[src/rtl/stream_mux_nto1.sv]
// N-to-1 registered valid/ready stream mux.
// Fixed-select or round-robin grant, one output register stage.
module stream_mux_nto1 #(
  parameter int WIDTH = 8,
  parameter int N = 4,
  localparam int SEL_W = $clog2(N)
) (
  input  logic               clk,
  input  logic               rst_n,
  input  logic [N*WIDTH-1:0] in_data,
  input  logic [N-1:0]       in_valid,
  output logic [N-1:0]       in_ready,
  input  logic               mode,
  input  logic [SEL_W-1:0]   sel,
  output logic [WIDTH-1:0]   out_data,
  output logic               out_valid,
  input  logic               out_ready,
  output logic [SEL_W-1:0]   out_chan
);

  logic [SEL_W-1:0] last;
  logic [SEL_W-1:0] grant;
  logic             grant_ok;
  logic             load;
  logic             xfer;

  assign load = !out_valid || out_ready;

  // Search from last+1 downward in priority so the nearest valid wins.
  always_comb begin : grant_sel
    int idx;
    grant_ok = 1'b0;
    grant    = '0;
    idx      = 0;
    if (mode) begin
      for (int k = N - 1; k >= 0; k--) begin
        idx = (int'(last) + 1 + k) % N;
        if (in_valid[idx]) begin
          grant_ok = 1'b1;
          grant    = SEL_W'(idx);
        end
      end
    end else if (int'(sel) < N) begin
      grant_ok = 1'b1;
      grant    = sel;
    end
  end

  always_comb begin
    in_ready = '0;
    for (int i = 0; i < N; i++) begin
      in_ready[i] = load && grant_ok &&
                    (grant == SEL_W'(i));
    end
  end

  assign xfer = load && grant_ok &&
                in_valid[grant];

  always_ff @(posedge clk or negedge rst_n) begin
    if (!rst_n) begin
      out_valid <= 1'b0;
      out_data  <= '0;
      out_chan  <= '0;
      last      <= SEL_W'(N - 1);
    end else if (xfer) begin
      out_valid <= 1'b1;
      out_data  <= in_data[grant*WIDTH +: WIDTH];
      out_chan  <= grant;
      if (mode) begin
        last <= grant;
      end
    end else if (out_valid && out_ready) begin
      out_valid <= 1'b0;
    end
  end

endmodule

[config.mk]
export PLATFORM = sky130hd
export DESIGN_NAME = stream_mux_nto1
export DESIGN_NICKNAME = d
export VERILOG_FILES = /design/src/rtl/stream_mux_nto1.sv
export SDC_FILE = /design/constraint.sdc
export NUM_CORES = 1
export LEC_CHECK = 0
export ABC_CLOCK_PERIOD_IN_PS = 6800
export CAP_MARGIN = 20
export CORE_AREA = 2 2 53 55
export CTS_BUF_LIST = sky130_fd_sc_hd__clkbuf_16
export CTS_CLUSTER_DIAMETER = 50
export CTS_CLUSTER_SIZE = 28
export DETAILED_ROUTE_END_ITERATION = 10
export DIE_AREA = 0 0 55 57
export PLACE_DENSITY = 0.82
export SLEW_MARGIN = 10
export SYNTH_ARGS = -nofsm -noshare
export SYNTH_HDL_FRONTEND = slang
export SYNTH_SLANG_ARGS = --single-unit
export TNS_END_PERCENT = 20
[constraint.sdc]
create_clock -name clk -period 6.8 [get_ports clk]
set_input_delay 1.02 -clock clk [delete_from_list [all_inputs] [get_ports clk]]
set_output_delay 1.02 -clock clk [all_outputs]
set_load 0.005 [all_outputs]
==> results.md, run 1 <==
* CTS Root Cell: clkbuf_16
* Total Nets Final at 191
* Final Util at 62.9%
* Clk sink count at 13
* WL per Instance at 14.5 um
* Synth top area cells: dfrtp_1 (27%), mux2i_1 (26%), mux2_4 (12%), dfstp_2 (5.2%), nor2b_1 (2.5%)
* Width of the die at between 50 and 60 um
* Core area at ~2600 um^2
* Crit start category: input port
* Reg2reg start: last[1]$_DFFE_PN1P_
* Die Height at 57 um
* Post-synthesis cell count at between 90 and 100
* Synthesized area per cell at 10.7 um^2
* Cts hold-fix bufs at 0
* N_diodes at 0
* Final setup margin at 2.06 ns
* Top Ports at 57
* Leakage at 0.000720 uW
* Worst endpoint required time at 5.78 ns
* Synthesized flop and latch total at 13
* Unrepaired setup endpoints after global routing: false
* Share of layout cells above drive strength 1 at 12.8%
* R2r worst-path depth at 6
* Final std cells w/o fill at roughly 180
* VDD IR max at 0.000208 V
* FF-to-FF setup slack at 3.72 ns
* Die area at 3140 um^2
* Worst Path Class, Setup: in2out
* Global route overflow at 0
* Row cnt at 19
* Postcts setup bufs at 0
* Post-cts sizing count at 0
* Detailed Routing Iterations Pass 1 at 4
* Vias in the first global route at 954
* Ys Warns at 0
* Syn_nets at 136
* Fmax at 0.211 GHz
* Total GRT Usage at between 10% and 20%
* RD Place Congestion at roughly 0.76
* Pins Over Slew Limit at 0
* DP Cell Count at 175
* Max-cap violations at 0
* Tmin final at ~4.7 ns
* Initial antenna violation count at 0
* CP Capture Type: output port
* Clk_lat worst skew at 0.24 ns
* Top FF cell, synth: dfrtp_1
* Critical Path End: in_ready[0]
* Fin Setup TNS at 0 ns
* Vias at 932
* Sequential element share of the synthesized area at 32.5%
* Worst slew margin at between 30% and 40%
* Share of the synthesized area in the top cell type at 27.3%
* PwrDens at ~330 nW/um^2
* Final Skew at roughly 0.0040 ns
* Placed cell area at around 1600 um^2
* Period utilization at between 60% and 70%
* Residual DRC at 0
* Largest net degree at the start of global routing at 20
* Synth cell count leaders: mux2i_1 (26), dfrtp_1 (11), mux2_4 (8), nand2_1 (4), nor2b_1 (4)
* Crit-path max FO at 19
* First-pass GRT wire length at ~4200 um
* Min-Delay Path Class: reg2reg
* Crit path from: in_valid[2]
* Crit path arrival time at 3.72 ns
* FF-to-FF End: out_data[0]$_DFFE_PN0P_
* H-tree depth at 1
* I/O Buffers at 56
* Initial Utilization at 38.5%
* Hpwl dp at 1930 um
* Avg Vias per Cell at 5.21
* ANT nets after route at 0
* Final setup violation count at 0
* Final Hold Fails at 0
* Post-place setup slack at 2.02 ns
* Status: finished, final reports clean
* Num CTS Buffers at 3
* Post-Syn Area at 1010 um^2
* Slew @ Worst Pin at 0.961 ns
* Most frequent cell after synthesis: mux2i_1
* Clock buffer depth at 2
* Library cells used by synthesis at 32
* Design Area, Final at 1640 um^2
* Initial DRC Count at 22
* Final WL at approximately 2600 um
* Number of flops mapped to enable cells by yosys at 0
* Area growth syn-to-layout at 63.2%
* CTS tree: yes
* Clock-pin slew on the worst setup and hold paths at 0.04 ns
* Async SR Flop Fraction at 100%
* Most area-hungry cell type in the Yosys netlist: dfrtp_1
[metrics by stage]
step	total power, uW	hold WS, ns
after global placement	421	0.481
after floorplan	307	0.479
after global routing	572	0.531
final	540	0.505
after detailed placement	429	0.494
after CTS	543	0.507
[state kept, by name, indices dropped and copies added (netlist names)]
register	flops
out_valid	1
out_data	8
out_chan	2
last	2
[cell type report]
cell class / count / area, um^2
Fill cell: 220 / 971
Multi-Input combinational cell: 71 / 623
Timing Repair Buffer: 56 / 561
Sequential cell: 13 / 328
Clock buffer: 3 / 75.1
Tap cell: 31 / 38.8
Inverter: 4 / 15.0
Clock inverter: 1 / 3.75
[worst min path at each step]
stage                             from                       to  slack (ns)  cells past startpoint
6_report       out_data[0]$_DFFE_PN0P_  out_data[0]$_DFFE_PN0P_        0.50                      1
4_1_cts        out_data[0]$_DFFE_PN0P_  out_data[0]$_DFFE_PN0P_        0.51                      1
3_5_place_dp   out_data[7]$_DFFE_PN0P_  out_data[7]$_DFFE_PN0P_        0.49                      1
5_1_grt        out_data[0]$_DFFE_PN0P_  out_data[0]$_DFFE_PN0P_        0.53                      1
2_1_floorplan  out_chan[0]$_DFFE_PN0P_  out_chan[0]$_DFFE_PN0P_        0.48                      1
3_3_place_gp   out_chan[0]$_DFFE_PN0P_  out_chan[0]$_DFFE_PN0P_        0.48                      1
[cell usage in the layout (no fill, tap or decap)]
cell type / n
o22ai_1: 1
dfrtp_1: 11
nor2_1: 3
clkbuf_16: 3
and3_1: 1
inv_2: 2
o21ai_0: 2
o221ai_1: 1
o22a_1: 1
nand2_1: 4
nor3b_1: 1
mux2i_1: 26
clkdlybuf4s50_1: 56
o21ai_2: 1
mux2_2: 1
inv_1: 3
nand2b_1: 2
o21ai_1: 1
o311a_1: 1
nand2b_4: 1
a211oi_2: 1
nor4_1: 1
dfstp_2: 2
a31oi_1: 2
a31o_1: 1
nand3_1: 1
nor3_1: 2
o2bb2ai_1: 2
mux2_4: 8
nor2b_1: 4
a21oi_1: 2
[worst max-delay path: stages]
cell	delay, ns
clkdlybuf4s50_1	0.62
nor2b_1	0.20
nor3_1	0.06
o21ai_1	0.18
a31o_1	0.81
nand2_1	0.18
nor2_1	0.13
clkdlybuf4s50_1	0.51
[per-layer routing]
layer / GRT usage [%] / vias up / part of all wire (%)
li1: - / 455 / -
met1: 22.9 / 426 / 42
met2: 29.4 / 49 / 48
met3: 4.97 / 2 / 9.8
met4: 6.97 / 0 / 0.38
met5: 0 / - / 0
[report_power, final]
| group | switching [uW] | internal (uW) |
|---|---|---|
| Sequential | 31.8 | 120 |
| Combinational | 99.3 | 180 |
| Clock | 31.3 | 77.4 |
[kinds of logic (layout without fill, tap and decap cells)]
kind of cell	Yosys count	after routing	share of synthesized area, %
multiplexers	35	35	38.9
flip-flops	13	13	32.5
AO/OA/AOI/OAI	16	16	11.8
buffers and inverters	10	64	5.59
AND/OR/NAND/NOR	20	20	11.2
No activity file was read; power rests on OpenSTA's default activity.
==> inputs of run 2 (changes only) <==
- ABC_CLOCK_PERIOD_IN_PS: 6800 -> 4700
- CORE_AREA: 2 2 53 55 -> 2 2 55 57
- DIE_AREA: 0 0 55 57 -> 0 0 57 59
- PLACE_DENSITY: 0.82 -> 0.77
- clock period: 6.8 -> 4.7 ns (I/O delays scaled with it)
==> results.md, run 2 (synthesized netlist as in run 1, its figures left out) <==
* Status: finished, final reports clean
* Total GRT Usage at 15.9% (-2.3 points)
* N_diodes at 0 (unchanged)
* RD Place Congestion at 0.747 (-1.3%)
* Clk_lat worst skew at 0.24 ns (about the same)
* Total Nets Final at 192 (+0.52%)
* VDD IR max at 0.000270 V (+30%)
* Final Util at 60.9% (-1.9 points)
* Pins Over Slew Limit at 0 (unchanged)
* Initial Utilization at 37.2% (-1.4 points)
* Width of the die at 57 um (+3.6%)
* Slew @ Worst Pin at 0.852 ns (-0.109 ns)
* Num CTS Buffers at 3 (unchanged)
* H-tree depth at 1 (unchanged)
* Crit path arrival time at 3.05 ns (-0.67 ns)
* Clk sink count at 13 (unchanged)
* Postcts setup bufs at 0 (unchanged)
* FF+latch area at 328 um^2 (unchanged)
* ANT nets after route at 0 (unchanged)
* Clock buffer depth at 2 (unchanged)
* Period utilization at 79.8%
* Commonest non-fill, non-tap cell in the layout: clkdlybuf4s50_1
* Worst Path Class, Setup: in2out
* Cts hold-fix bufs at 0 (unchanged)
* CTS Root Cell: clkbuf_16
* Most frequent cells in the layout: clkdlybuf4s50_1 (56), mux2i_1 (26), dfrtp_1 (11)
* PwrDens at 471 nW/um^2 (+43%)
* Worst slew margin at 43.2% (+7.2 points)
* I/O Buffers at 56 (unchanged)
* Die Height at 59 um (+3.5%)
* Final WL at 2500 um (-4.1%)
* Global route overflow at 0 (unchanged)
* Row cnt at 19 (unchanged)
* Final Hold Fails at 0 (unchanged)
* Multi-input logic area at 623 um^2 (unchanged)
* Total Power at 778 uW (+44%)
* Largest Register: out_data
* Final Skew at 0.00282 ns (-0.00122 ns)
* Initial antenna violation count at 0 (unchanged)
* Tmin final at 3.75 ns
* Fin Setup TNS at 0 ns (unchanged)
* Top Ports at 57 (unchanged)
* Min-Delay Path Class: reg2reg
* WL per Instance at 13.9 um (-4.6%)
* Detailed Routing Iterations Pass 1 at 4 (unchanged)
* Crit start category: input port
* # fillers at 244 (+11%)
* Share of layout cells above drive strength 1 at 13.4% (+0.58 points)
* Vias in the first global route at 961 (+0.73%)
* Vias at 947 (+1.6%)
* Hpwl dp at 2020 um (+4.6%)
* Max-cap violations at 0 (unchanged)
* First-pass GRT wire length at 4020 um (-4.1%)
* Worst endpoint required time at 3.99 ns (-1.79 ns)
* Die area at 3360 um^2 (+7.3%)
* R2r worst-path depth at 7 (+1)
* Hold Path Depth at 1 (unchanged)
* CP Capture Type: output port
* Avg Vias per Cell at 5.26 (+1.0%)
* CTS tree: yes
* Post-cts sizing count at 0 (unchanged)
* Residual DRC at 0 (unchanged)
* Fmax at 0.267 GHz
* Area growth syn-to-layout at 64.0%
* Clock-pin slew on the worst setup and hold paths at 0.04 ns (about the same)
* Unrepaired setup endpoints after global routing: false
* Top flop regs: out_data: 8 flops, last: 2 flops, out_chan: 2 flops
* Crit-path max FO at 16 (-3)
* Largest net degree at the start of global routing at 17 (-15%)
* Core area at 2710 um^2 (+3.6%)
* Leakage at 0.000725 uW (+0.68%)
* Initial DRC Count at 15 (-32%)
* Final setup violation count at 0 (unchanged)
* Max reg flops at 8 (unchanged)
-- run 2: report_power, final --
group	switching (uW)	internal (uW)	total, uW
logic	139	261	400
clock network	46.3	112	158
registers	45.2	174	219
total	230	547	778
-- run 2: final cells by class --
cell class                      instances  area share (%)
Multi-Input combinational cell         71            37.7
Clock buffer                            3            4.55
Inverter                                4           0.909
Timing Repair Buffer                   57            34.4
Tap cell                               31            2.35
Sequential cell                        13            19.8
Clock inverter                          1           0.227
-- run 2: per-layer routing --
| metal | GRT usage [%] | up-vias | share of wire (%) |
|---|---|---|---|
| met5 | 0 | - | 0 |
| met4 | 11.3 | 0 | 2.5 |
| met3 | 5.02 | 5 | 9.2 |
| met2 | 25.8 | 52 | 46 |
| met1 | 17.8 | 435 | 42 |
| li1 | - | 455 | - |
-- run 2: stage by stage --
step / cell area (um^2) / std cells / hold slack, ns / setup slack (ns)
after global placement: 1570 / 176 / 0.489 / 1.04
after global routing: 1650 / 180 / 0.525 / 0.782
after CTS: 1650 / 180 / 0.508 / 0.945
after floorplan: 1010 / 94 / 0.409 / 1.98
final: 1650 / 180 / 0.511 / 0.948
after detailed placement: 1570 / 176 / 0.494 / 0.976
-- run 2: path summary, 6_finish.rpt --
check | startpoint | endpoint | slack (ns)
worst max register to register | last[0]$_DFFE_PN1P_ | out_data[0]$_DFFE_PN0P_ | 1.90
max in group asynchronous | rst_n | last[1]$_DFFE_PN1P_ | 3.51
worst max-delay path | in_valid[2] | in_ready[1] | 0.95
min in group asynchronous | rst_n | out_data[6]$_DFFE_PN0P_ | 0.82
worst min-delay path | out_chan[0]$_DFFE_PN0P_ | out_chan[0]$_DFFE_PN0P_ | 0.51
worst min register to register | out_chan[0]$_DFFE_PN0P_ | out_chan[0]$_DFFE_PN0P_ | 0.51
-- run 2: critical path, stage by stage --
cell and delay [ns]:
clkdlybuf4s50_1 0.62, nor2b_1 0.20, nor3_1 0.06, o21ai_1 0.17, a31o_1 0.27, buf_4 0.30
nand2b_4 0.20, nor2_1 0.04, clkdlybuf4s50_1 0.47
==> inputs of run 3 (changes only) <==
- ABC_CLOCK_PERIOD_IN_PS: 4700 -> 3650
- clock period: 4.7 -> 3.65 ns (I/O delays scaled with it)
==> results.md, run 3 (synthesized netlist as in run 1, its figures left out) <==
* Status: finished, final reports clean
* PwrDens at 604 nW/um^2 (+28%)
* VDD IR max at 0.000353 V (+31%)
* Commonest non-fill, non-tap cell in the layout: clkdlybuf4s50_1
* Final std cells w/o fill at 181 (+0.56%)
* ANT nets after route at 0 (unchanged)
* Avg Vias per Cell at 5.09 (-3.3%)
* Top flop regs: out_data: 8 flops, last: 2 flops, out_chan: 2 flops
* Highest metal used: met4
* WL per Instance at 13.7 um (-1.4%)
* R2r worst-path depth at 8 (+1)
* Reg2reg start: last[0]$_DFFE_PN1P_
* Crit path from: in_valid[0]
* DP Cell Count at 177 (+0.57%)
* Wl on met1 at 1020 um (-3.1%)
* Cts hold-fix bufs at 0 (unchanged)
* Leakage at 0.000730 uW (+0.63%)
* FF-to-FF setup slack at 0.99 ns (-0.91 ns)
* Total Nets Final at 193 (+0.52%)
* Crit-path max FO at 15 (-1)
* Max reg flops at 8 (unchanged)
* Fmax at between 0.3 and 0.4 GHz
* Area growth syn-to-layout at 64.7%
* Row cnt at 19 (unchanged)
* Worst endpoint required time at 3.10 ns (-0.89 ns)
* FF-to-FF End: out_data[6]$_DFFE_PN0P_
* Worst slew margin at 46.5% (+3.3 points)
* Clock buffer depth at 2 (unchanged)
* Slew @ Worst Pin at 0.803 ns (-0.0490 ns)
* Largest net degree at the start of global routing at 16 (-1)
* Placed cell area at 1580 um^2 (+0.48%)
* Routed wl met3 at 260 um (+14%)
* Critical Path End: in_ready[2]
* CP Capture Type: output port
* Post-cts sizing count at 0 (unchanged)
* Initial antenna violation count at 0 (unchanged)
* First-pass GRT wire length at 4020 um (-0.17%)
* Tmin final at ~3.3 ns
* Min-Delay Path Class: reg2reg
* Residual DRC at 0 (unchanged)
* Core area at 2710 um^2 (unchanged)
* RD Place Congestion at 0.758 (+1.6%)
* Clk sink count at 13 (unchanged)
* Final setup violation count at 0 (unchanged)
* Max-cap violations at 0 (unchanged)
* Final Skew at 0.000803 ns (-0.00202 ns)
* Initial Utilization at 37.2% (unchanged)
* Worst Path Class, Setup: in2out
* CTS Root Cell: clkbuf_16
* Die Height at 59 um (unchanged)
* Share of layout cells above drive strength 1 at 14.0% (+0.58 points)
* H-tree depth at 1 (unchanged)
* Most frequent cells in the layout: clkdlybuf4s50_1 (56), mux2i_1 (26), dfrtp_1 (11)
* Crit path arrival time at 2.75 ns (-0.30 ns)
* Pins Over Slew Limit at 0 (unchanged)
* Vias at 921 (-2.7%)
* Global route overflow at 0 (unchanged)
* Final Util at 61.2% (+0.28 points)
* N_diodes at 0 (unchanged)
* WL met2 at 1180 um (+2.4%)
* Hpwl dp at 2030 um (+0.24%)
* Design Area, Final at 1660 um^2 (+0.45%)
* Detailed Routing Iterations Pass 1 at 4 (unchanged)
* Final WL at 2470 um (-0.84%)
* Top Ports at 57 (unchanged)
* Clock-pin slew on the worst setup and hold paths at 0.04 ns (about the same)
* Num CTS Buffers at 3 (unchanged)
* Period utilization at 90.4%
* Clk_lat worst skew at 0.24 ns (about the same)
* Vias in the first global route at 925 (-3.7%)
* Unrepaired setup endpoints after global routing: false
* Initial DRC Count at 19 (+4)
* Crit start category: input port
* Hold path start: out_data[7]$_DFFE_PN0P_
* Total GRT Usage at 15.6% (-0.36 points)
* Width of the die at 57 um (unchanged)
* # fillers at 231 (-5.3%)
* CTS tree: yes
* Largest Register: out_data
* Final Hold Fails at 0 (unchanged)
* Postcts setup bufs at 0 (unchanged)
* Die area at 3360 um^2 (unchanged)
* I/O Buffers at 56 (unchanged)
* Fin Setup TNS at 0 ns (unchanged)
[run 3: cell count changes in the layout (fill, tap and decap cells not counted), sizes merged]
cell,before,now
buf,1,2
[run 3: worst max-delay path: stages]
cell and delay, ns:
clkdlybuf4s50_1 0.56, o2bb2ai_1 0.20, a21oi_1 0.15, o221ai_1 0.17, o21ai_2 0.35, and3_1 0.26
clkdlybuf4s50_1 0.51
[run 3: through the flow]
| stage | setup WS, ns | total power (uW) | hold WS (ns) |
|---|---|---|---|
| finish | 0.352 | 1000 | 0.508 |
| global placement | 0.424 | 796 | 0.495 |
| global route | 0.210 | 1070 | 0.532 |
| CTS | 0.355 | 1010 | 0.510 |
| detailed placement | 0.362 | 804 | 0.495 |
| floorplan | 1.24 | 572 | 0.252 |
[run 3: area by class of cell]
cell class / instances / area (um^2) / area share [%]
inverter: 4 / 15.0 / 0.905
timing repair buffer: 58 / 576 / 34.7
sequential: 13 / 328 / 19.8
clock buffer: 3 / 75.1 / 4.52
clock inverter: 1 / 3.75 / 0.226
tap: 31 / 38.8 / 2.34
multi-input combinational: 71 / 623 / 37.6
[run 3: worst min-delay path by stage]
stage / to / slack [ns] / cells past startpoint
6_report: out_data[7]$_DFFE_PN0P_ / 0.51 / 1
5_1_grt: out_data[1]$_DFFE_PN0P_ / 0.53 / 1
4_1_cts: out_data[7]$_DFFE_PN0P_ / 0.51 / 1
3_5_place_dp: out_data[7]$_DFFE_PN0P_ / 0.49 / 1
3_3_place_gp: out_chan[0]$_DFFE_PN0P_ / 0.50 / 1
2_1_floorplan: out_chan[0]$_DFFE_PN0P_ / 0.25 / 0
[run 3: power by group]
part / total (uW) / internal, uW / switching [uW]
clock network: 201 / 144 / 56.9
registers: 281 / 224 / 57.3
logic: 520 / 340 / 180
[run 3: routing by layer]
metal  vias up  global-route usage [%]
li1        456                       -
met1       416                    19.2
met2        47                    25.1
met3         2                    5.02
met4         0                    6.64
met5         -                       0
